**config.mk**
```make
export PLATFORM = sky130hd
export DESIGN_NAME = ft232h_rx
export DESIGN_NICKNAME = d
export VERILOG_FILES = /design/src/rtl/ft232h_rx.sv
export SDC_FILE = /design/constraint.sdc
export NUM_CORES = 1
export LEC_CHECK = 0
export CAP_MARGIN = 25
export CORE_MARGIN = 1.5
export CORE_UTILIZATION = 35
export CTS_BUF_LIST = sky130_fd_sc_hd__clkbuf_4
export DETAILED_ROUTE_END_ITERATION = 8
export DONT_BUFFER_PORTS = 1
export MAX_ROUTING_LAYER = met4
export SETUP_SLACK_MARGIN = 0.4
export SYNTH_ARGS = -nofsm -noshare
export SYNTH_HDL_FRONTEND = slang
export SYNTH_SLANG_ARGS = --single-unit
```
**constraint.sdc**
```tcl
create_clock -name clk -period 2.5 [get_ports clk]
set_input_delay 0.5 -clock clk [delete_from_list [all_inputs] [get_ports clk]]
set_output_delay 0.5 -clock clk [all_outputs]
set_load 0.03 [all_outputs]
```
**src/rtl/ft232h_rx.sv**
```systemverilog
// ---------------------------------------------------------------------------
// ft232h_rx
//
// Receive engine for the FT232H synchronous 245-FIFO interface. Bytes are
// drained from the FT232H receive buffer (RXF#/OE#/RD#) into the write side of
// the rx dual-clock FIFO. Everything runs in the 60 MHz FT232H CLKOUT domain.
// The top level owns the tristate bus and the tx path; it hands the bus to
// this block while rx_active is high. tx_req always has priority over rx.
//
// A 2-entry skid buffer sits between the FT232H bus and the FIFO write port.
// It absorbs the byte that is already in flight when the FIFO stalls.
//
// Handshake: the FIFO write side is a plain strobe interface. A byte is
// transferred on every rising clk edge where fifo_wrreq is high. fifo_wrreq
// is only raised while fifo_wrfull is low, so no accepted byte is ever lost.
//
// FSM state is visible on the ports: (oe_n, rd_n) = 11 IDLE, 01 TURN,
// 00 READ, and rx_active is high outside IDLE.
//
// Optional feature (macro FT232H_RX_COUNT_EN):
//   defined     -> rx_byte_count counts capture edges (incl. dropped bytes),
//                  wrapping modulo 2^32
//   not defined -> rx_byte_count is tied to zero, no counter logic
//
// Ports
//   clk           in   FT232H CLKOUT (60 MHz)
//   rst_n         in   asynchronous active-low reset
//   data_in       in   FT232H data bus, input side
//   rxf_n         in   FT232H RXF#, low when data is available
//   oe_n          out  FT232H OE#, registered
//   rd_n          out  FT232H RD#, registered
//   tx_req        in   tx engine requests the bus (wins over rx)
//   rx_active     out  high while the engine is not IDLE
//   fifo_data     out  oldest skid buffer byte
//   fifo_wrreq    out  FIFO write strobe
//   fifo_wrfull   in   FIFO full
//   fifo_wrusedw  in   FIFO write-side used-word count
//   rx_overrun    out  sticky: byte arrived while the skid buffer was full
//   rx_byte_count out  bytes taken from the FT232H
// ---------------------------------------------------------------------------
module ft232h_rx #(
    parameter int USEDW_W  = 10,
    parameter int HEADROOM = 4
) (
    input  logic               clk,
    input  logic               rst_n,
    input  logic [7:0]         data_in,
    input  logic               rxf_n,
    output logic               oe_n,
    output logic               rd_n,
    input  logic               tx_req,
    output logic               rx_active,
    output logic [7:0]         fifo_data,
    output logic               fifo_wrreq,
    input  logic               fifo_wrfull,
    input  logic [USEDW_W-1:0] fifo_wrusedw,
    output logic               rx_overrun,
    output logic [31:0]        rx_byte_count
);

    typedef enum logic [1:0] {
        ST_IDLE = 2'd0,
        ST_TURN = 2'd1,
        ST_READ = 2'd2
    } state_t;

    // Used-word level at which bursts are refused or cut short.
    localparam logic [USEDW_W:0] USEDW_LIMIT =
        (USEDW_W+1)'((1 << USEDW_W) - HEADROOM);

    state_t      state;
    state_t      state_nxt;
    logic        oe_n_nxt;
    logic        rd_n_nxt;
    logic        rx_active_nxt;

    logic [1:0]  skid_cnt;
    logic [7:0]  skid0;         // oldest entry
    logic [7:0]  skid1;
    logic        fifo_room;
    logic        space_ok;
    logic        space_ok_rd;
    logic        capture;
    logic        skid_full;
    logic        push;
    logic        pop;

    assign fifo_room   = ~fifo_wrfull & ({1'b0, fifo_wrusedw} < USEDW_LIMIT);
    // Starting a burst needs an empty skid; continuing tolerates one entry,
    // which leaves a slot for the byte already committed by the low RD#.
    assign space_ok    = fifo_room & (skid_cnt == 2'd0);
    assign space_ok_rd = fifo_room & ~skid_cnt[1];

    // RD# was low during the cycle, so the FT232H drives a valid byte now.
    assign capture   = ~rd_n & ~rxf_n;
    assign skid_full = (skid_cnt == 2'd2);
    assign push      = capture & ~skid_full;
    assign pop       = fifo_wrreq;

    assign fifo_wrreq = (skid_cnt != 2'd0) & ~fifo_wrfull;
    assign fifo_data  = skid0;

    // ---------------- FSM: state register ----------------
    always_ff @(posedge clk or negedge rst_n) begin
        if (!rst_n) begin
            state     <= ST_IDLE;
            oe_n      <= 1'b1;
            rd_n      <= 1'b1;
            rx_active <= 1'b0;
        end else begin
            state     <= state_nxt;
            oe_n      <= oe_n_nxt;
            rd_n      <= rd_n_nxt;
            rx_active <= rx_active_nxt;
        end
    end

    // ---------------- FSM: next state ----------------
    always_comb begin
        state_nxt = state;
        case (state)
            ST_IDLE: if (~rxf_n & ~tx_req & space_ok) state_nxt = ST_TURN;
            ST_TURN: state_nxt = ST_READ;
            ST_READ: if (rxf_n | tx_req | ~space_ok_rd) state_nxt = ST_IDLE;
            default: state_nxt = ST_IDLE;
        endcase
    end

    // ---------------- FSM: outputs (encoded from next state) ----------------
    always_comb begin
        oe_n_nxt      = 1'b1;
        rd_n_nxt      = 1'b1;
        rx_active_nxt = (state_nxt != ST_IDLE);
        case (state_nxt)
            ST_TURN: oe_n_nxt = 1'b0;
            ST_READ: begin
                oe_n_nxt = 1'b0;
                rd_n_nxt = 1'b0;
            end
            default: ;
        endcase
    end

    // ---------------- skid buffer ----------------
    always_ff @(posedge clk or negedge rst_n) begin
        if (!rst_n) begin
            skid_cnt <= 2'd0;
            skid0    <= 8'h00;
            skid1    <= 8'h00;
        end else begin
            case ({push, pop})
                2'b10: begin
                    if (skid_cnt == 2'd0) skid0 <= data_in;
                    else                  skid1 <= data_in;
                    skid_cnt <= skid_cnt + 2'd1;
                end
                2'b01: begin
                    skid0    <= skid1;
                    skid_cnt <= skid_cnt - 2'd1;
                end
                2'b11: begin
                    // Count is unchanged; the new byte queues behind the rest.
                    if (skid_cnt == 2'd1) begin
                        skid0 <= data_in;
                    end else begin
                        skid0 <= skid1;
                        skid1 <= data_in;
                    end
                end
                default: ;
            endcase
        end
    end

    always_ff @(posedge clk or negedge rst_n) begin
        if (!rst_n)                    rx_overrun <= 1'b0;
        else if (capture & skid_full)  rx_overrun <= 1'b1;
    end

`ifdef FT232H_RX_COUNT_EN
    logic [31:0] byte_cnt;

    always_ff @(posedge clk or negedge rst_n) begin
        if (!rst_n)       byte_cnt <= 32'd0;
        else if (capture) byte_cnt <= byte_cnt + 32'd1;
    end

    assign rx_byte_count = byte_cnt;
`else
    assign rx_byte_count = 32'd0;
`endif

endmodule
```
# Word level (Yosys, flattened, before mapping)
# Index checks and enable logic that the tools add are counted.
[totals]
ff_bits = 24
elab_cells = 63
out_inout_bits = 45
[classes]
eq_ne = 12
n_addsub = 2
n_reduce_logical = 10
magnitude_cmp = 1
n_mux = 12
bitwise_logic = 18
[op_table]
columns = ["op", "n"]
rows = [
  ["$mux 8", 4],
  ["$pmux 8 s3", 1],
  ["$pmux 8 s2", 1],
  ["$eq 2x2->1 const B", 5],
  ["$lt 10x10->1 const B", 1],
  ["$and 1x1->1", 9],
  ["$eq 2x1->1 const B", 4],
  ["$reduce_bool 2->1", 4],
  ["$not 1->1", 7],
  ["$ne 2x2->1 const B", 3],
  ["$pmux 2 s3", 1],
  ["$logic_not 2->1", 2],
  ["$mux 2", 2],
  ["$pmux 2 s2", 1],
  ["$reduce_and 3->1", 1],
  ["$reduce_bool 3->1", 1],
  ["$add 2x1->2 const B", 1],
  ["$mux 1", 2],
  ["$or 1x1->1", 2],
  ["$reduce_and 2->1", 1],
  ["$reduce_or 2->1", 1],
  ["$sub 2x1->2 const B", 1],
]

# Logic depth before layout (Yosys ltp)
# Gate-level depths: netlist of the first run.
[depth]
depth_word = 10
mapped_depth = 9
depth_no_buf = 8

# Least setup slack after synthesis of the first run
# No wires, ideal clock.
[synth_path]
path_kind = "reg-to-reg"
start = "register skid_cnt[0]"
end = "register skid1[0]"
path_buffers = 1
arrival_ps = 2208
required_time_ps = 2375
stages_incl_launch_ff = 9
setup_slack_ps = 168
path_cell_list = "dfrtp_1 -> inv_1 -> ha_1 -> nor2_2 -> buf_2 -> inv_1 -> ha_1 -> o211ai_2 -> mux2_2"
[synth_lines]
columns = ["element", "line_no", "source"]
rows = [
  ["start, declared", "77", "logic [1:0] skid_cnt;"],
  ["start signal, assigned", "155", "skid_cnt <= skid_cnt + 2'd1;"],
  ["start signal, assigned", "159", "skid_cnt <= skid_cnt - 2'd1;"],
  ["$reduce_bool 2->1 (*)", "100", "assign fifo_wrreq = (skid_cnt != 2'd0) & ~fifo_wrfull;"],
  ["$and 1x1->1 (*)", "100", ""],
  ["net fifo_wrreq", "54", "output logic fifo_wrreq,"],
  ["$eq 2x2->1", "151", "case ({push, pop})"],
  ["$ne 2x2->1 (no line) or $reduce_bool 2->1 (tied branches)", "n/a", ""],
  ["$reduce_and 3->1 (no line)", "n/a", ""],
  ["end signal, assigned", "154", "else skid1 <= data_in;"],
  ["end signal, assigned", "167", "skid1 <= data_in;"],
  ["end, declared", "79", "logic [7:0] skid1;"],
]
# Mark *: on every way through the listed nets, which the timed path passes. The rest lies on a longest branch.
# A chain may end at the register's enable or synchronous reset.

# Worst setup path in the final report of the first run
[layout_path]
start = "register skid_cnt[1]"
end = "register skid1[1]"
[layout_between]
elab_chain_cells = 6
[layout_lines]
columns = ["element", "line_no", "source"]
rows = [
  ["$eq 2x2->1", "96", "assign skid_full = (skid_cnt == 2'd2);"],
  ["$not 1->1", "97", "assign push = capture & ~skid_full;"],
  ["$and 1x1->1", "97", ""],
  ["$eq 2x2->1", "151", ""],
  ["$ne 2x2->1 (no line) or $reduce_bool 2->1 (tied branches)", "n/a", ""],
  ["$reduce_and 3->1 (no line)", "n/a", ""],
]
# Parallel ways exist; a longest one is shown, timed or not.

==> key figures, run 1 <==
Timing
  – Slew Viols, Final: 0
  – Final setup TNS: 0 ns
  – Clock Skews: around 0.00073 ns
  – Final Cycle Share: 0.816
  – Fin Hold WS: approximately 0.32 ns
  – Final hold vios: 0
  – Final worst path period need: about 2 ns
  – Maximum clock frequency: approximately 0.5 GHz
  – RSZ-0062 raised after global routing: no
  – Setup violators final: 0

Synth
  – Top cells by count, synth: buf_4, dfrtp_1, nand2_1
  – Yosys warns: 0
  – Async set-reset flop share out of synthesis: 1.00
  – Yosys top cell area share: 0.382
  – Syn Std Cell Area: approximately 0.0014 mm²
  – Number of synthesized flops with an enable pin: 0
  – Top cells by area, synth: dfrtp_1, buf_4, mux2_2
  – Cells after Synth: approximately 140
  – Most common cell in the netlist: buf_4
  – Avg Cell Area, Syn: approximately 10 µm²
  – Seq/Total Area, Yosys: 0.418
  – Largest area contributor in the netlist: dfrtp_1
  – Cell variety after synth: 30
  – Synth Flop Type: dfrtp_1
  – Synthesized flop and latch total: 24

Clock network
  – Clock latency on the worst-skew pair: between 0.3 and 0.4 ns
  – Clock buffer depth: 2
  – Clock tree sinks: 24
  – CTS clk-pin slew, worst paths: 0.13 ns
  – Root Buffer: clkbuf_4
  – Num CTS Buffers: 3
  – H-tree levels: 1
  – CTS tree: yes

Worst setup path
  – Crit-path cells: ha_4 > or3_4 > inv_4 > ha_4 > nand2_1 > o211ai_4 > buf_12 > mux2_4
  – Max stage delay on crit path: ~0.46 ns
  – Top delay family on crit path: flip-flops
  – Worst R2R Setup Slack: roughly 0.46 ns
  – Crit path kind: reg2reg
  – CP required: between 2 and 3 ns
  – Worst path bufs/invs: 2
  – Crit. End Element: register
  – Critical Path Most Common Cell: ha_4
  – CP Data Arrival Time: about 2.3 ns
  – Worst-path maximum fanout: 7
  – CP Launch Type: register
  – Critical-path top delay cell: dfrtp_2

Floorplan
  – Top-level port count: 68
  – Chip height: 67.2 µm
  – Effective utilization at floorplan: 0.363
  – Die width: between 60 and 70 µm
  – Full die area: approximately 0.0045 mm²
  – Core area: about 0.004 mm²
  – Row count: 23

Finish
  – Non-Filler Instances: around 200
  – Final Core Density: 0.402
  – Fin nets: ~180
  – N_diodes: 0
  – Layout overhead on the synthesized area: 10.7%
  – Share of cells above drive strength 1: 0.224
  – Filler instances: 385

GRT
  – Vias in the first global route: 811
  – Initial antenna violation count: 0
  – GRT busiest layer: met2
  – GRT met2 Usage: 0.203
  – Global-route wire length before repair: between 3000 and 4000 µm
  – Met3 Use GR: 0.0100
  – GR Layer Usage met1: 0.138
  – Gr usage total: 0.121
  – Overflow after GRT: 0
  – Pin count of the biggest net entering global routing: 25

Power and ir drop
  – Design Power: between 1.5 and 2 mW
  – Leakage: between 0.7 and 0.8 nW
  – Power per standard cell area: approximately 1100 mW/mm²
  – Peak supply drop: 0.250 mV

Placed design
  – Placed cells: around 190
  – Port Buffers: 0
  – Post-DP HPWL: 2040 µm
  – GPL Wtd Cong: ~0.8

Route
  – Detail Route Antenna Nets: 0
  – Post-Route WL: approximately 2800 µm
  – Vias: 932
  – DR pass1 iterations: 4
  – Routed len/inst: roughly 14 µm
  – Vias per std cell: 4.73
  – Initial drt markers: 68
  – # DRC: 0

Status
  – Outcome: complete, no violations

Min path
  – Hold crit path type: in2reg

Job
  – Total of max-cap violations: 0
[placed cells by master (no fill, tap or decap), types with 2 or more instances in the layout]
| master | netlist | routed |
|---|---|---|
| mux2_4 | 0 | 8 |
| dfrtp_1 | 22 | 21 |
| conb_1 | 1 | 32 |
| inv_1 | 5 | 3 |
| o21ai_0 | 4 | 4 |
| ha_1 | 7 | 2 |
| a31oi_1 | 8 | 8 |
| ha_2 | 0 | 2 |
| nor2_1 | 2 | 2 |
| nand4_1 | 2 | 2 |
| nor3_1 | 10 | 10 |
| ha_4 | 0 | 3 |
| xnor2_1 | 2 | 2 |
| nand2_1 | 12 | 12 |
| clkbuf_4 | 0 | 3 |
| dfstp_2 | 2 | 2 |
| o211ai_1 | 8 | 8 |
| buf_4 | 32 | 2 |
[cells by family (layout without fill, tap and decap cells)]
family | count (synthesis) | in the layout | share of synthesized area
xor gates and xnor gates | 2 | 2 | 0.0122
AOI/OAI and AO/OA | 25 | 25 | 0.120
adders and majority gates | 7 | 7 | 0.0608
muxes | 8 | 8 | 0.0625
buffers and inverters | 41 | 15 | 0.196
and+or+nand+nor | 34 | 34 | 0.128
DFF | 24 | 24 | 0.418
other | 1 | 32 | 0.00260
[path summary, 6_finish.rpt]
kind,start,end,cells past startpoint
hold / removal,data_in[5],skid1[5],1
min in group asynchronous,rst_n,fifo_data[5],1
hold reg to reg,state[0],state[0],1
max in group asynchronous,rst_n,oe_n,2
setup / recovery,skid_cnt[1],skid1[1],8
setup reg to reg,skid_cnt[1],skid1[1],8
[power by group]
group / total [mW] / switching [mW] / internal (mW)
clock: 0.278 / 0.116 / 0.162
sequential: 0.833 / 0.278 / 0.555
combinational: 0.651 / 0.350 / 0.301
[sequential cells by signal, indices dropped and copies added (netlist names)]
register,cells
fifo_data,8
state,2
skid1,8
rx_overrun,1
rx_active,1
rd_n,1
oe_n,1
skid_cnt,2
[area by class of cell]
class	count	area, µm²	share of cell area
Clock buffer	3	22.5	0.0141
Clock inverter	1	30.0	0.0188
Inverter	5	21.3	0.0133
Multi-Input combinational cell	108	771	0.483
Sequential cell	24	604	0.379
Tap cell	50	62.6	0.0392
Timing Repair Buffer	6	83.8	0.0525
[worst reg2reg max path: cells and delay by family, from the launching register on]
family          cells  cell delay, ns
flops               1            0.46
simple gates        2            0.45
fa+ha+maj           2            0.35
mux                 1            0.30
buf+inv             2            0.25
compound gates      1            0.12
[metal layers]
metal  part of all wire  up-vias
met2               0.56       37
met4              0.021        0
met5                  0        -
met1               0.37      452
li1                   -      439
met3              0.045        4
[stage by stage]
step | instance area (µm²) | setup slack (ns)
after detailed placement | 1390 | 0.177
after global routing | 1600 | 0.413
after CTS | 1480 | 0.428
after floorplan | 1580 | 0.421
after global placement | 1390 | 0.284
final | 1600 | 0.461
[repair_timing]
action,in CTS,in global routing
cloned,0,0
setup endpoints to repair,16,18
endpoints found under the hold margin,24,0
pin swaps,1,2
hold buffers,1,0
resized for setup,7,17
setup buffers,1,1
Power figures use the tool's default switching activity.
==> run 2: changes to the inputs <==
==> constraint.sdc (replaced) <==
create_clock -name clk -period 1.65 [get_ports clk]
set_input_delay 0.33 -clock clk [delete_from_list [all_inputs] [get_ports clk]]
set_output_delay 0.33 -clock clk [all_outputs]
set_load 0.03 [all_outputs]
==> run 2 against run 1 <==
Net effect: the flow now finishes with violations (negative setup slack); critical path type unchanged; highest routed layer unchanged; wire length increased by 15%; combinational power increased by 110%; worst hold slack got worse by 0.19 ns; clock skew increased by 0.017 ns; non-clock buffer count increased by 18; final cell count increased by 9.1%; largest cell class unchanged.
==> key figures, run 2 (same netlist as run 1, synthesis figures left out) <==
Route
  – Vias per std cell: 4.78 (+1.1%)
  – Initial drt markers: 35 (-49%)
  – DR pass1 iterations: 4 (unchanged)
  – Post-Route WL: 3180 µm (+15%)
  – Vias: 1028 (+10%)
  – Detail Route Antenna Nets: 0 (unchanged)
  – # DRC: 0 (unchanged)
  – Routed len/inst: 14.8 µm (+5.6%)

Power and ir drop
  – Sw Pwr: 1.24 mW (+67%)
  – Net Sw Frac: 0.409 (-0.0138)
  – Leakage: 0.834 nW (+16%)
  – Clock share of power: 0.142 (-0.016)
  – Power per standard cell area: 1660 mW/mm² (+50%)
  – Sequential Power Share: 0.417 (-0.056)
  – Cell Int Power: 1.80 mW (+77%)
  – Peak supply drop: 0.618 mV (+150%)
  – Combinational share of power: 0.441 (+0.072)

Timing
  – Maximum clock frequency: 0.525 GHz (+7.0%)
  – Slew Viols, Final: 0 (unchanged)
  – RSZ-0062 raised after global routing: yes
  – Clock Skews: 0.0176 ns (+0.0169 ns)
  – Final worst slack: -0.256 ns (-0.717 ns)
  – Final hold vios: 0 (unchanged)
  – Final setup TNS: -3.79 ns (-3.79 ns)
  – Final worst path period need: 1.91 ns (-0.133 ns)
  – Final Cycle Share: 1.16 (+0.340)
  – Fin Hold WS: 0.128 ns (-0.194 ns)
  – Setup violators final: 20 (+20)

GRT
  – Global-route wire length before repair: 5010 µm (+26%)
  – Overflow after GRT: 0 (unchanged)
  – Vias in the first global route: 1010 (+25%)
  – Gr usage total: 0.153 (+0.0319)
  – Pin count of the biggest net entering global routing: 25 (unchanged)
  – Initial antenna violation count: 0 (unchanged)

Worst setup path
  – CP Launch Type: register
  – CP Data Arrival Time: 2.12 ns (-0.13 ns)
  – CP required: 1.86 ns (-0.85 ns)
  – Crit path kind: reg2reg
  – Crit-path cells: ha_4 > or3_4 > inv_4 > ha_4 > buf_6 > o211ai_4 > buf_6 > mux2_4
  – Max stage delay on crit path: 0.46 ns (about the same)
  – Crit. End Element: register
  – Critical-path top delay cell: dfrtp_2
  – Worst-path maximum fanout: 4 (-3)

Floorplan
  – Top-level port count: 68 (unchanged)
  – Chip height: 67.2 µm (unchanged)
  – Row count: 23 (unchanged)
  – Effective utilization at floorplan: 0.363 (unchanged)
  – Full die area: 0.00451 mm² (unchanged)
  – Die width: 67.2 µm (unchanged)
  – Core area: 0.00397 mm² (unchanged)

Placed design
  – GPL Wtd Cong: 0.742 (-5.9%)
  – Post-DP HPWL: 2310 µm (+13%)
  – Port Buffers: 0 (unchanged)
  – Worst slack at placement: -0.331 ns (-0.508 ns)

Clock network
  – Clock buffer depth: 2 (unchanged)
  – CTS tree: yes
  – Clock latency on the worst-skew pair: 0.32 ns (about the same)
  – H-tree levels: 1 (unchanged)
  – CTS clk-pin slew, worst paths: 0.15 ns (+0.02 ns)
  – Root Buffer: clkbuf_4
  – Num CTS Buffers: 3 (unchanged)
  – Clock tree sinks: 24 (unchanged)

Finish
  – Commonest non-fill, non-tap cell in the layout: conb_1
  – Most frequent cells in the layout: conb_1, dfrtp_1, buf_4, nand2_1, nor3_1
  – Fin nets: 196 (+10%)
  – Filler instances: 391 (+1.6%)
  – Layout overhead on the synthesized area: 27.3%
  – Share of cells above drive strength 1: 0.394 (+0.169)
  – N_diodes: 0 (unchanged)

Job
  – Total of max-cap violations: 0 (unchanged)

Min path
  – Hold crit path type: in2reg

Status
  – Outcome: finished with violations
  – Failing checks: negative setup slack
run 2: routing by layer:
metal | track usage | vias up | wire [µm]
met5 | - | - | 0
met3 | 0.0517 | 2 | 230
met2 | 0.297 | 37 | 1820
li1 | - | 475 | -
met4 | 0.0230 | 0 | 10
met1 | 0.149 | 514 | 1110
run 2: metrics by stage:
step | std cells | power [mW] | util | instance area (µm²)
finish | 215 | 3.04 | 0.462 | 1830
global route | 215 | 3.23 | 0.462 | 1830
CTS | 213 | 2.95 | 0.443 | 1760
detailed placement | 200 | 2.33 | 0.388 | 1540
global placement | 200 | 2.27 | 0.388 | 1540
floorplan | 173 | 2.13 | - | 1660
run 2: worst paths after layout:
check / slack (ns) / to / start / cells after the start
max: -0.26 / skid1[3] / skid_cnt[1] / 8
min: 0.13 / fifo_data[4] / data_in[4] / 2
max reg2reg: -0.26 / skid1[3] / skid_cnt[1] / 8
min reg2reg: 0.51 / state[0] / state[0] / 1
max in group asynchronous: 0.99 / rd_n / rst_n / 2
min in group asynchronous: 0.41 / skid1[4] / rst_n / 2
run 2: layout make-up:
class	count	area, µm²	share of cell area
multi-input combinational	108	831	0.453
sequential	24	612	0.334
timing repair buffer	24	250	0.136
tap	50	62.6	0.0341
clock inverter	1	30.0	0.0164
inverter	5	26.3	0.0143
clock buffer	3	22.5	0.0123
run 2: power by group through the flow:
stage | Combinational, mW | Sequential [mW] | Clock, mW
4_1_cts | 1.25 | 1.24 | 0.449
2_1_floorplan | 0.907 | 1.22 | 0
6_report | 1.34 | 1.27 | 0.432
5_1_grt | 1.45 | 1.30 | 0.475
3_3_place_gp | 1.03 | 1.24 | 0
3_5_place_dp | 1.07 | 1.26 | 0
run 2: repair_timing:
action,in CTS,in global routing
endpoints found under the setup margin,25,31
setup buffers,7,2
gates resized for setup,24,17
hold buffers,2,0
hold endpoints to repair,24,0
pin swaps,10,1
run 2: worst max-delay path: cells and delay by family (launching register included):
| family | cells | cell delay [ns] |
|---|---|---|
| AO/OA/AOI/OAI | 1 | 0.09 |
| adder cells (fa/ha/maj) | 2 | 0.32 |
| buffers and inverters | 3 | 0.31 |
| flip-flops | 1 | 0.46 |
| multiplexers | 1 | 0.28 |
| AND/OR/NAND/NOR | 1 | 0.34 |
